### src/rtl/issue_queue_pkg.sv
// Shared types and default widths for the issue queue slice.
// Holds the FU class encodings and the default-width entry layout.
package issue_queue_pkg;

    localparam int DEF_PREG_W  = 6;
    localparam int DEF_ROB_W   = 4;
    localparam int DEF_ALUOP_W = 4;
    localparam int DEF_FU_W    = 2;

    typedef enum logic [DEF_FU_W-1:0] {
        FU_ALU = 2'd0,
        FU_MUL = 2'd1,
        FU_LSU = 2'd2,
        FU_BR  = 2'd3
    } fu_class_e;

    typedef struct packed {
        logic                   valid;
        logic                   rdy1;
        logic                   rdy2;
        logic [DEF_PREG_W-1:0]  sr1_p;
        logic [DEF_PREG_W-1:0]  sr2_p;
        logic [DEF_PREG_W-1:0]  dr_p;
        logic [DEF_ALUOP_W-1:0] aluOp;
        logic [31:0]            imm;
        logic [DEF_FU_W-1:0]    FU;
        logic [DEF_ROB_W-1:0]   ROB_num;
    } iq_entry_t;

endpackage

### src/rtl/issue_queue_prio_enc.sv
// Lowest-index priority encoder: one-hot grant plus binary index of the winner.
// Both outputs are zero when no request bit is set.
module prio_enc #(
    parameter int N     = 8,
    parameter int IDX_W = $clog2(N)
) (
    input  logic [N-1:0]     req_i,
    output logic [N-1:0]     onehot_o,
    output logic [IDX_W-1:0] idx_o
);

    // Scan from the top down so the lowest set bit is the last one written.
    always_comb begin
        onehot_o = '0;
        idx_o    = '0;
        for (int i = N - 1; i >= 0; i--) begin
            if (req_i[i]) begin
                onehot_o    = '0;
                onehot_o[i] = 1'b1;
                idx_o       = IDX_W'(i);
            end
        end
    end

endmodule

### src/rtl/issue_queue.sv
// Reservation station after rename: holds instructions until both sources are
// ready (rename bits or writeback broadcasts), then issues lowest-index first.
module issue_queue
    import issue_queue_pkg::*;
#(
    parameter int DEPTH   = 8,
    parameter int PREG_W  = DEF_PREG_W,
    parameter int ROB_W   = DEF_ROB_W,
    parameter int ALUOP_W = DEF_ALUOP_W,
    parameter int FU_W    = DEF_FU_W
) (
    input  logic               clk,
    input  logic               rst,
    input  logic               flush,
    input  logic               disp_valid,
    output logic               disp_ready,
    input  logic [PREG_W-1:0]  disp_sr1_p,
    input  logic [PREG_W-1:0]  disp_sr2_p,
    input  logic [PREG_W-1:0]  disp_dr_p,
    input  logic               disp_s1_ready,
    input  logic               disp_s2_ready,
    input  logic [ALUOP_W-1:0] disp_aluOp,
    input  logic [31:0]        disp_imm,
    input  logic [FU_W-1:0]    disp_FU,
    input  logic [ROB_W-1:0]   disp_ROB_num,
    input  logic [1:0]         wb_valid,
    input  logic [PREG_W-1:0]  wb_tag0,
    input  logic [PREG_W-1:0]  wb_tag1,
    output logic               iss_valid,
    input  logic               iss_ready,
    output logic [PREG_W-1:0]  iss_sr1_p,
    output logic [PREG_W-1:0]  iss_sr2_p,
    output logic [PREG_W-1:0]  iss_dr_p,
    output logic [ALUOP_W-1:0] iss_aluOp,
    output logic [31:0]        iss_imm,
    output logic [FU_W-1:0]    iss_FU,
    output logic [ROB_W-1:0]   iss_ROB_num
);

    localparam int IDX_W = $clog2(DEPTH);

    typedef struct packed {
        logic               valid;
        logic               rdy1;
        logic               rdy2;
        logic [PREG_W-1:0]  sr1_p;
        logic [PREG_W-1:0]  sr2_p;
        logic [PREG_W-1:0]  dr_p;
        logic [ALUOP_W-1:0] aluOp;
        logic [31:0]        imm;
        logic [FU_W-1:0]    FU;
        logic [ROB_W-1:0]   ROB_num;
    } entry_t;

    entry_t             entry_q [DEPTH];
    entry_t             entry_d [DEPTH];
    entry_t             newEntry;
    logic [DEPTH-1:0]   freeVec;
    logic [DEPTH-1:0]   eligVec;
    logic [DEPTH-1:0]   freeOneHot;
    logic [DEPTH-1:0]   selOneHot;
    logic [IDX_W-1:0]   freeIdx;
    logic [IDX_W-1:0]   selIdx;
    logic               dispFire;
    logic               issFire;

    function automatic logic wbHit(input logic [PREG_W-1:0] tag, input logic [1:0] wbv,
                                   input logic [PREG_W-1:0] t0, input logic [PREG_W-1:0] t1);
        return (wbv[0] && (tag == t0)) || (wbv[1] && (tag == t1));
    endfunction

    always_comb begin
        for (int i = 0; i < DEPTH; i++) begin
            freeVec[i] = ~entry_q[i].valid;
            eligVec[i] = entry_q[i].valid & entry_q[i].rdy1 & entry_q[i].rdy2;
        end
    end

    prio_enc #(.N(DEPTH), .IDX_W(IDX_W)) u_freeEnc (
        .req_i    (freeVec),
        .onehot_o (freeOneHot),
        .idx_o    (freeIdx)
    );

    prio_enc #(.N(DEPTH), .IDX_W(IDX_W)) u_selEnc (
        .req_i    (eligVec),
        .onehot_o (selOneHot),
        .idx_o    (selIdx)
    );

    assign disp_ready = |freeOneHot;
    assign iss_valid  = |selOneHot;
    assign dispFire   = disp_valid && disp_ready;
    assign issFire    = iss_valid && iss_ready;

    // Incoming instruction sees the same broadcast as stored entries; tag 0 is always ready.
    always_comb begin
        newEntry         = '0;
        newEntry.valid   = 1'b1;
        newEntry.rdy1    = disp_s1_ready || (disp_sr1_p == '0) ||
                           wbHit(disp_sr1_p, wb_valid, wb_tag0, wb_tag1);
        newEntry.rdy2    = disp_s2_ready || (disp_sr2_p == '0) ||
                           wbHit(disp_sr2_p, wb_valid, wb_tag0, wb_tag1);
        newEntry.sr1_p   = disp_sr1_p;
        newEntry.sr2_p   = disp_sr2_p;
        newEntry.dr_p    = disp_dr_p;
        newEntry.aluOp   = disp_aluOp;
        newEntry.imm     = disp_imm;
        newEntry.FU      = disp_FU;
        newEntry.ROB_num = disp_ROB_num;
    end

    // Flush is applied last so it overrides wakeup, issue and dispatch.
    always_comb begin
        for (int i = 0; i < DEPTH; i++) begin
            entry_d[i] = entry_q[i];
            if (entry_q[i].valid) begin
                if (wbHit(entry_q[i].sr1_p, wb_valid, wb_tag0, wb_tag1)) entry_d[i].rdy1 = 1'b1;
                if (wbHit(entry_q[i].sr2_p, wb_valid, wb_tag0, wb_tag1)) entry_d[i].rdy2 = 1'b1;
            end
        end
        if (issFire) entry_d[selIdx].valid = 1'b0;
        if (dispFire) entry_d[freeIdx] = newEntry;
        if (flush) begin
            for (int i = 0; i < DEPTH; i++) entry_d[i].valid = 1'b0;
        end
    end

    always_ff @(posedge clk or posedge rst) begin
        if (rst) begin
            for (int i = 0; i < DEPTH; i++) entry_q[i] <= '0;
        end else begin
            for (int i = 0; i < DEPTH; i++) entry_q[i] <= entry_d[i];
        end
    end

    assign iss_sr1_p   = iss_valid ? entry_q[selIdx].sr1_p   : '0;
    assign iss_sr2_p   = iss_valid ? entry_q[selIdx].sr2_p   : '0;
    assign iss_dr_p    = iss_valid ? entry_q[selIdx].dr_p    : '0;
    assign iss_aluOp   = iss_valid ? entry_q[selIdx].aluOp   : '0;
    assign iss_imm     = iss_valid ? entry_q[selIdx].imm     : '0;
    assign iss_FU      = iss_valid ? entry_q[selIdx].FU      : '0;
    assign iss_ROB_num = iss_valid ? entry_q[selIdx].ROB_num : '0;

endmodule

### config.mk
export PLATFORM = sky130hd
export DESIGN_NAME = issue_queue
export DESIGN_NICKNAME = d
export VERILOG_FILES = /design/src/rtl/issue_queue_pkg.sv /design/src/rtl/issue_queue_prio_enc.sv /design/src/rtl/issue_queue.sv
export SDC_FILE = /design/constraint.sdc
export NUM_CORES = 1
export LEC_CHECK = 0
export ABC_CLOCK_PERIOD_IN_PS = 23500
export BUFFER_PORTS_ARGS = -buffer_cell sky130_fd_sc_hd__buf_2
export CORE_ASPECT_RATIO = 1.5
export CORE_MARGIN = 4
export CORE_UTILIZATION = 50
export DETAILED_ROUTE_END_ITERATION = 10
export GPL_ROUTABILITY_DRIVEN = 0
export PLACE_DENSITY = 0.67
export SETUP_SLACK_MARGIN = 0.15
export SLEW_MARGIN = 20
export SYNTH_ARGS = -nofsm -noshare
export SYNTH_HDL_FRONTEND = slang
export SYNTH_HIERARCHICAL = 1
export SYNTH_SLANG_ARGS = --single-unit
### constraint.sdc
create_clock -name clk -period 23.5 [get_ports clk]
set_clock_uncertainty 0.2 [all_clocks]
set_input_delay 4.7 -clock clk [delete_from_list [all_inputs] [get_ports clk]]
set_output_delay 4.7 -clock clk [all_outputs]
set_load 0.02 [all_outputs]
-- Word-level counts from Yosys, hierarchy flattened
Index checks and enable logic that the tools add are counted.
- register bits after elaboration: 504
- bits in latches: 0
- bits in writable memories: 0
- memory bits (read-only): 0
- bits of input ports: 81
- output and inout port bits: 62
- word-level logic and storage cells: 286
- memories: 0
- add/subtract/negate cells: 0
- $mul: 0
- div/mod/pow operators: 0
- $lt $le $gt $ge: 4
- equality and inequality tests: 36
- shifts and indexed selects: 0
- mux-type cells: 82
- bitwise logic cells: 18
- reduce and logical (&&, ||, !) cells: 66
- operator list (kind ; count):
    504-bit bitwise mux ; 2
    504-bit 2-to-1 mux ; 2
    63-bit demux with 3-bit select ; 2
    6-bit == test ; 36
    63-bit binary-select mux with 3-bit select ; 1
    8-bit 2-to-1 mux ; 16
    63-bit 2-to-1 mux ; 2
    60-bit 2-to-1 mux ; 2
    3-bit 2-to-1 mux ; 16
    1-bit logical AND ; 40
    32-bit 2-to-1 mux ; 1
    1-bit 2-to-1 mux ; 24
    1-bit logical OR ; 22
    2-bit 2-to-1 mux ; 9
    6-bit 2-to-1 mux ; 3
    1-bit bitwise AND ; 16
    8-bit OR reduction ; 2
    6-bit zero test ; 2
    4-bit >= comparator (second input constant) ; 2
    4-bit by 1-bit < comparator with 1-bit output (second input constant) ; 2
    4-bit 2-to-1 mux ; 2
    3-bit inverter with 4-bit output ; 2

-- Logic depth before layout (Yosys ltp)
Gate-level depths: netlist (run 1).
- word-level depth: 20
- mapped depth: 12
- depth with buffers taken out: 9

-- Modules after synthesis
Netlist (run 1), hierarchy kept.
- by module, submodules not included (module ; times used ; cells an instance ; area an instance (um^2) ; seq. area each (um^2)):
    issue_queue ; 1 ; 2362 ; 24967.7 ; 12612.1
    prio_enc ; 2 ; 21 ; 147.6 ; 0.0

-- Worst setup path before layout (run 1)
Ideal clock, no wire load.
- path type: reg-to-output
- start point: register, netlist name entry_q[502]
- end point: output port iss_FU[0]
- arrival: 2.707 ns
- setup slack: 15.893 ns
- cell stages (with the launch flop): 11
- path buffers: 4
- cell sequence: dfrtp_1 > and3_1 > nor4_4 > a21boi_1 > buf_2 > and3b_1 > clkbuf_1 > buf_2 > buf_1 > a22oi_1 > a31oi_1
- cells in the longest elaborated chain, start to end: 8
- elaborated cells between the ends (all ways): 10
- those cells by class: 6 x mux; 3 x bitwise; 1 x reduce/logical
- RTL lines (what ; line ; RTL):
    1-bit bitwise AND (2 in a row) ; issue_queue.sv:75 ; eligVec[i] = entry_q[i].valid & entry_q[i].rdy1 & entry_q[i].rdy2;
    via eligVec[0] ; issue_queue.sv:59 ; logic [DEPTH-1:0] eligVec;
    3-bit 2-to-1 mux ; issue_queue_prio_enc.sv:17 ; if (req_i[i]) begin
    via selIdx[2] ; issue_queue.sv:63 ; logic [IDX_W-1:0] selIdx;
    3-bit inverter with 4-bit output (not written as such) ; issue_queue.sv:142 ; assign iss_FU = iss_valid ? entry_q[selIdx].FU : '0;
    63-bit binary-select mux with 3-bit select ; issue_queue.sv:142 ;
    60-bit 2-to-1 mux (2 in a row) ; n/a ;
    2-bit 2-to-1 mux ; issue_queue.sv:142 ;
    to (decl) ; issue_queue.sv:36 ; output logic [FU_W-1:0] iss_FU,
The timed path passes the listed nets, and every way through them passes these cells. The select of a mux whose other input is x is not followed.

-- Worst setup path after layout (run 1)
- start point: register, netlist name entry_q[502]
- end point: output port iss_aluOp[1]
- cells in the longest elaborated chain, start to end: 8
- elaborated cells between the ends (all ways): 10
- those cells by class: 6 x mux; 3 x bitwise; 1 x reduce/logical
- RTL lines (what ; line ; RTL):
    1-bit bitwise AND (2 in a row) ; issue_queue.sv:75 ;
    via eligVec[0] ; issue_queue.sv:59 ;
    3-bit 2-to-1 mux ; issue_queue_prio_enc.sv:17 ;
    via selIdx[2] ; issue_queue.sv:63 ;
    3-bit inverter with 4-bit output (not written as such) ; issue_queue.sv:140 ; assign iss_aluOp = iss_valid ? entry_q[selIdx].aluOp : '0;
    63-bit binary-select mux with 3-bit select ; issue_queue.sv:140 ;
    60-bit 2-to-1 mux (2 in a row) ; n/a ;
    4-bit 2-to-1 mux ; issue_queue.sv:140 ;
    to (decl) ; issue_queue.sv:34 ; output logic [ALUOP_W-1:0] iss_aluOp,
The timed path passes the listed nets, and every way through them passes these cells. The select of a mux whose other input is x is not followed.

==> results of run 1 <==
## Yosys cell counts (all sizes together) (2+ instances only)
| cell type | n | area, µm² |
|---|---|---|
| a211oi | 18 | 135 |
| a21boi | 2 | 15.0 |
| a21oi | 22 | 110 |
| a221oi | 60 | 526 |
| a22o | 60 | 526 |
| a22oi | 120 | 901 |
| a31oi | 64 | 400 |
| and2 | 3 | 21.3 |
| and2b | 2 | 17.5 |
| and3 | 13 | 81.3 |
| and3b | 4 | 35.0 |
| buf | 125 | 777 |
| clkbuf | 59 | 221 |
| dfrtp | 504 | 12600 |
| inv | 16 | 60.1 |
| mux2 | 240 | 3270 |
| nand2 | 723 | 2710 |
| nand3 | 33 | 165 |
| nand4 | 36 | 225 |
| nor2 | 21 | 78.8 |
| nor3 | 7 | 40.0 |
| nor3b | 7 | 67.6 |
| nor4 | 10 | 92.6 |
| nor4b | 2 | 17.5 |
| o21ai | 5 | 28.8 |
| o22ai | 16 | 100 |
| o41ai | 2 | 17.5 |
| or2 | 4 | 25.0 |
| or4 | 4 | 37.5 |
| xnor2 | 204 | 1790 |
| xor2 | 12 | 105 |
## final cells by class
class	instances	area [µm²]
clock inverters	9	106
diodes	4	10.0
clock buffers	79	1470
multi-input cells	1700	11700
flip-flops and latches	504	12600
fillers	4349	22000
repair buffers	175	1010
well taps	663	830
inverters	16	67.6
## cells by family after synthesis
logic type	after synthesis	share of synthesized area, %
AO/OA/AOI/OAI	372	11.0
XOR/XNOR	216	7.49
buffers and inverters	200	4.19
flip-flops	504	49.9
multiplexers	240	13.0
AND/OR/NAND/NOR	872	14.4
## routing by layer
metal | wire [µm] | up-vias
met5 | 25 | -
met4 | 3710 | 4
met3 | 5610 | 239
met2 | 38200 | 895
met1 | 31100 | 9914
li1 | - | 8383
## how the worst max path moves through the flow
| stage | from | to | slack (ps) | cells past startpoint |
|---|---|---|---|---|
| floorplan | rst | entry_q[0] | 4530 | 1 |
| global placement | entry_q[502] | iss_imm[5] | 14340 | 9 |
| detailed placement | entry_q[503] | iss_imm[5] | 14220 | 9 |
| CTS | entry_q[503] | iss_imm[5] | 13610 | 9 |
| global route | entry_q[502] | iss_aluOp[1] | 13430 | 9 |
| finish | entry_q[502] | iss_aluOp[1] | 13490 | 9 |
## power groups by stage
| stage | registers [mW] | logic, mW | clock network [mW] |
|---|---|---|---|
| 6_report | 1.08 | 0.404 | 0.794 |
| 5_1_grt | 1.10 | 0.442 | 0.838 |
| 4_1_cts | 1.08 | 0.405 | 0.803 |
| 3_5_place_dp | 1.09 | 0.402 | 0 |
| 3_3_place_gp | 1.09 | 0.391 | 0 |
| 2_1_floorplan | 1.07 | 0.306 | 0 |
## stage by stage
stage / utilization [%] / area (µm²) / cells
finish: 55.9 / 27800 / 3150
global route: 55.9 / 27800 / 3149
CTS: 55.7 / 27800 / 3144
detailed placement: 52.6 / 26200 / 3056
global placement: 52.6 / 26200 / 3056
floorplan: - / 25300 / 2404
## worst max-delay path, stage by stage (launching register included)
cell and delay, ps:
dfrtp_1 390, and3_1 290, nor4_4 400, a21boi_1 940, and3b_2 870, buf_4 630, a22o_1 240, a221oi_1 50
a31oi_1 390, buf_2 240
==> flow_metrics.env, run 1 <==
export IMPL_status="finished clean"
export IMPL_cts_buffers=50
export IMPL_post_cts_buffers=0
export IMPL_power_internal_mw=1.63
export IMPL_vias_per_cell=6.17
export IMPL_hold_buffers=0
export IMPL_synth_avg_cell_area_um2=10.5
export IMPL_final_cell_mix="nand2_1, dfrtp_1, xnor2_1, mux2_4, buf_2"
export IMPL_criticalPathCategory="reg2out"
export IMPL_row_count=100
export IMPL_leakagePower_nw=13.1
export IMPL_gr_usage_met3_pct=4.54
export IMPL_synth_seq_cells=504
export IMPL_maxSlewViolCount=0
export IMPL_antenna_left=0
export IMPL_critical_path_startpoint_type="register"
export IMPL_regMostFlops="entry_q"
export IMPL_grt_max_degree=186
export IMPL_core_area_um2=49800
export IMPL_max_clock_freq_mhz=99.9
export IMPL_vias=19400
export IMPL_area_delta_synth_final_pct=10.2
export IMPL_io_pins=143
export IMPL_crit_fanout=36
export IMPL_grt_pass1_vias=20200
export IMPL_drt_iter0_drc=1930
export IMPL_gr_usage_met2_pct=47.3
export IMPL_p_sw_mw=0.651
export IMPL_rr_endpoint="entry_q[62]"
export IMPL_synth_area_um2=25300
export IMPL_reg2reg_slack_ps=19380
export IMPL_cp_data_required_time_ps=18600
export IMPL_seqPwrFrac_pct=47.5
export IMPL_first_pass_iters=5
export IMPL_setup_viol=0
export IMPL_crit_path_end_kind="primary output"
export IMPL_finalWirelength_um=78700
export IMPL_nets=2528
export IMPL_synth_seq_area_share_pct=49.9
export IMPL_slew_headroom_pct=24.6
export IMPL_cts_root_buffer="clkbuf_16"
export IMPL_ir_worst_vdd_mv=0.0642
export IMPL_grt_pass1_wl_um=122000
export IMPL_yosys_warnings=6
export IMPL_min_to="entry_q[256]"
export IMPL_route_detailed_drc=0
export IMPL_grt_most_used_layer="met2"
export IMPL_synth_edf_count=0
export IMPL_total_power_mw=2.28
export IMPL_antenna_found_initial=8
export IMPL_port_buffers=142
export IMPL_fin_crit_ps=10010
export IMPL_cp_data_arrival_time_ps=5110
export IMPL_clk_latency_ps=580
export IMPL_whs_ps=275
export IMPL_dp_slack_ps=14220
export IMPL_reg2reg_depth=7
export IMPL_path_clk_slew_ps=60
export IMPL_clock_path_buffers=3
export IMPL_overflow=0
export IMPL_min_path_type="reg2reg"
export IMPL_largest_register_ffs=504
export IMPL_setup_tns_ps=0
export IMPL_rsz0062_at_grt="false"
export IMPL_synth_top_flop_cell="dfrtp_1"
export IMPL_post_dp_hpwl_um=44700
export IMPL_reg_largest_list="entry_q (504)"
export IMPL_synth_cells=2404
export IMPL_worstHoldStart="entry_q[256]"
export IMPL_synth_distinct_cells=49
export IMPL_die_h_um=283
export IMPL_wl_per_cell_um=25.0
export IMPL_cts_repair_resized=0
export IMPL_hold_depth=2
export IMPL_grt_util_all_layers_pct=28.6
export IMPL_worst_pin_slew_ps=1120
export IMPL_r2r_start="entry_q[502]"
export IMPL_grt_use_met1_pct=37.4
export IMPL_h_tree_depth=2
export IMPL_die_area_um2=54300
export IMPL_cap_viol_max_count=0
export IMPL_start_util_pct=50.7
export IMPL_pwr_share_comb_pct=17.7
export IMPL_power_density_nw_per_um2=81.9
export IMPL_drive_gt1_share_pct=19.9
export IMPL_timing_final_ws_setup_ps=13490
export IMPL_swShare_pct=28.6
export IMPL_synth_nets=2485
export IMPL_dieWidth_um=192
export IMPL_mostFrequentLayoutCell="nand2_1"
export IMPL_synth_async_sr_flop_share_pct=100
export IMPL_tritoncts="built"
export IMPL_finalCritPeriodShare_pct=42.6
export IMPL_finalHoldViolCount=0
export IMPL_p_clk_share_pct=34.8
export IMPL_clock_sinks=504
Note: power is estimated with default switching activity, not from simulation.
==> inputs of run 2 (changes only) <==
--- a/config.mk
+++ b/config.mk
@@ -5,7 +5,7 @@
 export SDC_FILE = /design/constraint.sdc
 export NUM_CORES = 1
 export LEC_CHECK = 0
-export ABC_CLOCK_PERIOD_IN_PS = 23500
+export ABC_CLOCK_PERIOD_IN_PS = 10000
 export BUFFER_PORTS_ARGS = -buffer_cell sky130_fd_sc_hd__buf_2
 export CORE_ASPECT_RATIO = 1.5
 export CORE_MARGIN = 4
==> constraint.sdc (replaced) <==
create_clock -name clk -period 10 [get_ports clk]
set_clock_uncertainty 0.2 [all_clocks]
set_input_delay 2 -clock clk [delete_from_list [all_inputs] [get_ports clk]]
set_output_delay 2 -clock clk [all_outputs]
set_load 0.02 [all_outputs]
==> run 2 against run 1 <==
Non-clock buffer count is 5 lower. Largest power group unchanged. Worst setup slack worse by 11000 ps. Die area stayed put. Register-to-register slack worse by 14000 ps. First-iteration DRC count is 18% lower. Critical path depth stayed put. Worst hold slack hardly changed.
==> flow_metrics.env, run 2 (synthesis gave the netlist of run 1 again) <==
export IMPL_status="finished clean"
export IMPL_criticalPathCategory="reg2out"
export IMPL_wl_per_cell_um=24.8
export IMPL_max_clock_freq_mhz=135
export IMPL_path_clk_slew_ps=60
export IMPL_die_area_um2=54300
export IMPL_antenna_left=0
export IMPL_cp_data_required_time_ps=7800
export IMPL_cts_root_buffer="clkbuf_16"
export IMPL_setup_tns_ps=0
export IMPL_worst_pin_slew_ps=1160
export IMPL_vias_per_cell=6.10
export IMPL_row_count=100
export IMPL_clk_latency_ps=590
export IMPL_finalWirelength_um=78100
export IMPL_grt_util_all_layers_pct=28.5
export IMPL_crit_fanout=36
export IMPL_port_buffers=142
export IMPL_leakagePower_nw=13.2
export IMPL_dieWidth_um=192
export IMPL_core_area_um2=49800
export IMPL_tritoncts="built"
export IMPL_cap_viol_max_count=0
export IMPL_finalCritPeriodShare_pct=74.0
export IMPL_mostFrequentLayoutCell="nand2_1"
export IMPL_fin_crit_ps=7400
export IMPL_area_delta_synth_final_pct=10.4
export IMPL_power_internal_mw=3.89
export IMPL_grt_pass1_wl_um=121000
export IMPL_final_cell_mix="nand2_1, dfrtp_1, xnor2_1, mux2_4, buf_2"
export IMPL_cts_repair_resized=0
export IMPL_pwr_share_comb_pct=17.4
export IMPL_setup_viol=0
export IMPL_grt_pass1_vias=20200
export IMPL_first_pass_iters=6
export IMPL_post_dp_hpwl_um=44900
export IMPL_crit_path_end_kind="primary output"
export IMPL_regArea_um2=12600
export IMPL_ir_worst_vdd_mv=0.149
export IMPL_overflow=0
export IMPL_clock_path_buffers=3
export IMPL_drt_iter0_drc=1580
export IMPL_hold_buffers=0
export IMPL_clock_sinks=504
export IMPL_regMostFlops="entry_q"
export IMPL_cp_data_arrival_time_ps=5200
export IMPL_vias=19200
export IMPL_drive_gt1_share_pct=20.2
export IMPL_route_detailed_drc=0
export IMPL_swShare_pct=28.4
export IMPL_maxSlewViolCount=0
export IMPL_p_clk_share_pct=35.8
export IMPL_largest_register_ffs=504
export IMPL_start_util_pct=50.7
export IMPL_min_path_type="reg2reg"
export IMPL_antenna_found_initial=9
export IMPL_whs_ps=275
export IMPL_p_sw_mw=1.54
export IMPL_fillers=4366
export IMPL_io_pins=143
export IMPL_rsz0062_at_grt="false"
export IMPL_finalHoldViolCount=0
export IMPL_die_h_um=283
export IMPL_slew_headroom_pct=22.7
export IMPL_nets=2523
export IMPL_power_density_nw_per_um2=195
export IMPL_cts_buffers=50
export IMPL_post_cts_buffers=0
export IMPL_reg_largest_list="entry_q (504)"
export IMPL_multi_input_area_um2=11700
export IMPL_h_tree_depth=2
export IMPL_seqPwrFrac_pct=46.8
export IMPL_critical_path_startpoint_type="register"
export IMPL_grt_max_degree=169
## run 2: through the flow
| stage | cells | power (mW) | setup slack (ps) | instance area [µm²] | util (%) |
|---|---|---|---|---|---|
| 2_1_floorplan | 2404 | 3.23 | 960 | 25300 | - |
| 3_3_place_gp | 3053 | 3.48 | 3310 | 26200 | 52.6 |
| 3_5_place_dp | 3053 | 3.52 | 3300 | 26200 | 52.6 |
| 4_1_cts | 3144 | 5.46 | 2660 | 27900 | 56.0 |
| 5_1_grt | 3147 | 5.66 | 2520 | 27900 | 56.0 |
| 6_report | 3149 | 5.43 | 2600 | 27900 | 56.0 |
## run 2: critical path, cell delays in order, from the launching register on
cell,delay [ps]
dfrtp_1,410
and3_1,260
nor4_4,380
a21boi_1,880
and3b_2,1080
buf_4,550
a22o_1,220
a221oi_1,50
a31oi_1,490
buf_2,270
## run 2: path summary, 6_finish.rpt
path | startpoint | end | slack (ps) | cells past startpoint
min in group asynchronous | rst | entry_q[257] | 1220 | 2
setup / recovery | entry_q[503] | iss_imm[5] | 2600 | 9
hold reg to reg | entry_q[164] | entry_q[164] | 270 | 2
setup reg to reg | entry_q[503] | entry_q[235] | 5710 | 7
hold / removal | entry_q[164] | entry_q[164] | 270 | 2
max in group asynchronous | rst | entry_q[253] | 6440 | 4
## run 2: routing by layer
| metal | part of all wire, % | global-route usage (%) | vias to the layer above |
|---|---|---|---|
| met5 | 0.044 | 0 | - |
| met4 | 4.2 | 12.4 | 6 |
| met3 | 6.2 | 4.00 | 209 |
| met2 | 50 | 48.9 | 758 |
| met1 | 39 | 35.9 | 9868 |
| li1 | - | - | 8382 |
## run 2: power by group through the flow
stage	clock network, mW	registers (mW)	logic [mW]
after floorplan	0	2.51	0.719
after global placement	0	2.56	0.916
after detailed placement	0	2.57	0.946
after CTS	1.97	2.54	0.950
after global routing	2.05	2.58	1.03
final	1.94	2.54	0.947
## run 2: final cells by class
type                            instances  share of cell area (%)
Sequential cell                       504                    45.2
Tap cell                              663                    2.97
Clock buffer                           76                    5.42
Timing Repair Buffer                  170                    3.48
Inverter                               16                   0.229
Multi-Input combinational cell       1700                    42.0
Clock inverter                         15                   0.624
Antenna cell                            5                  0.0449
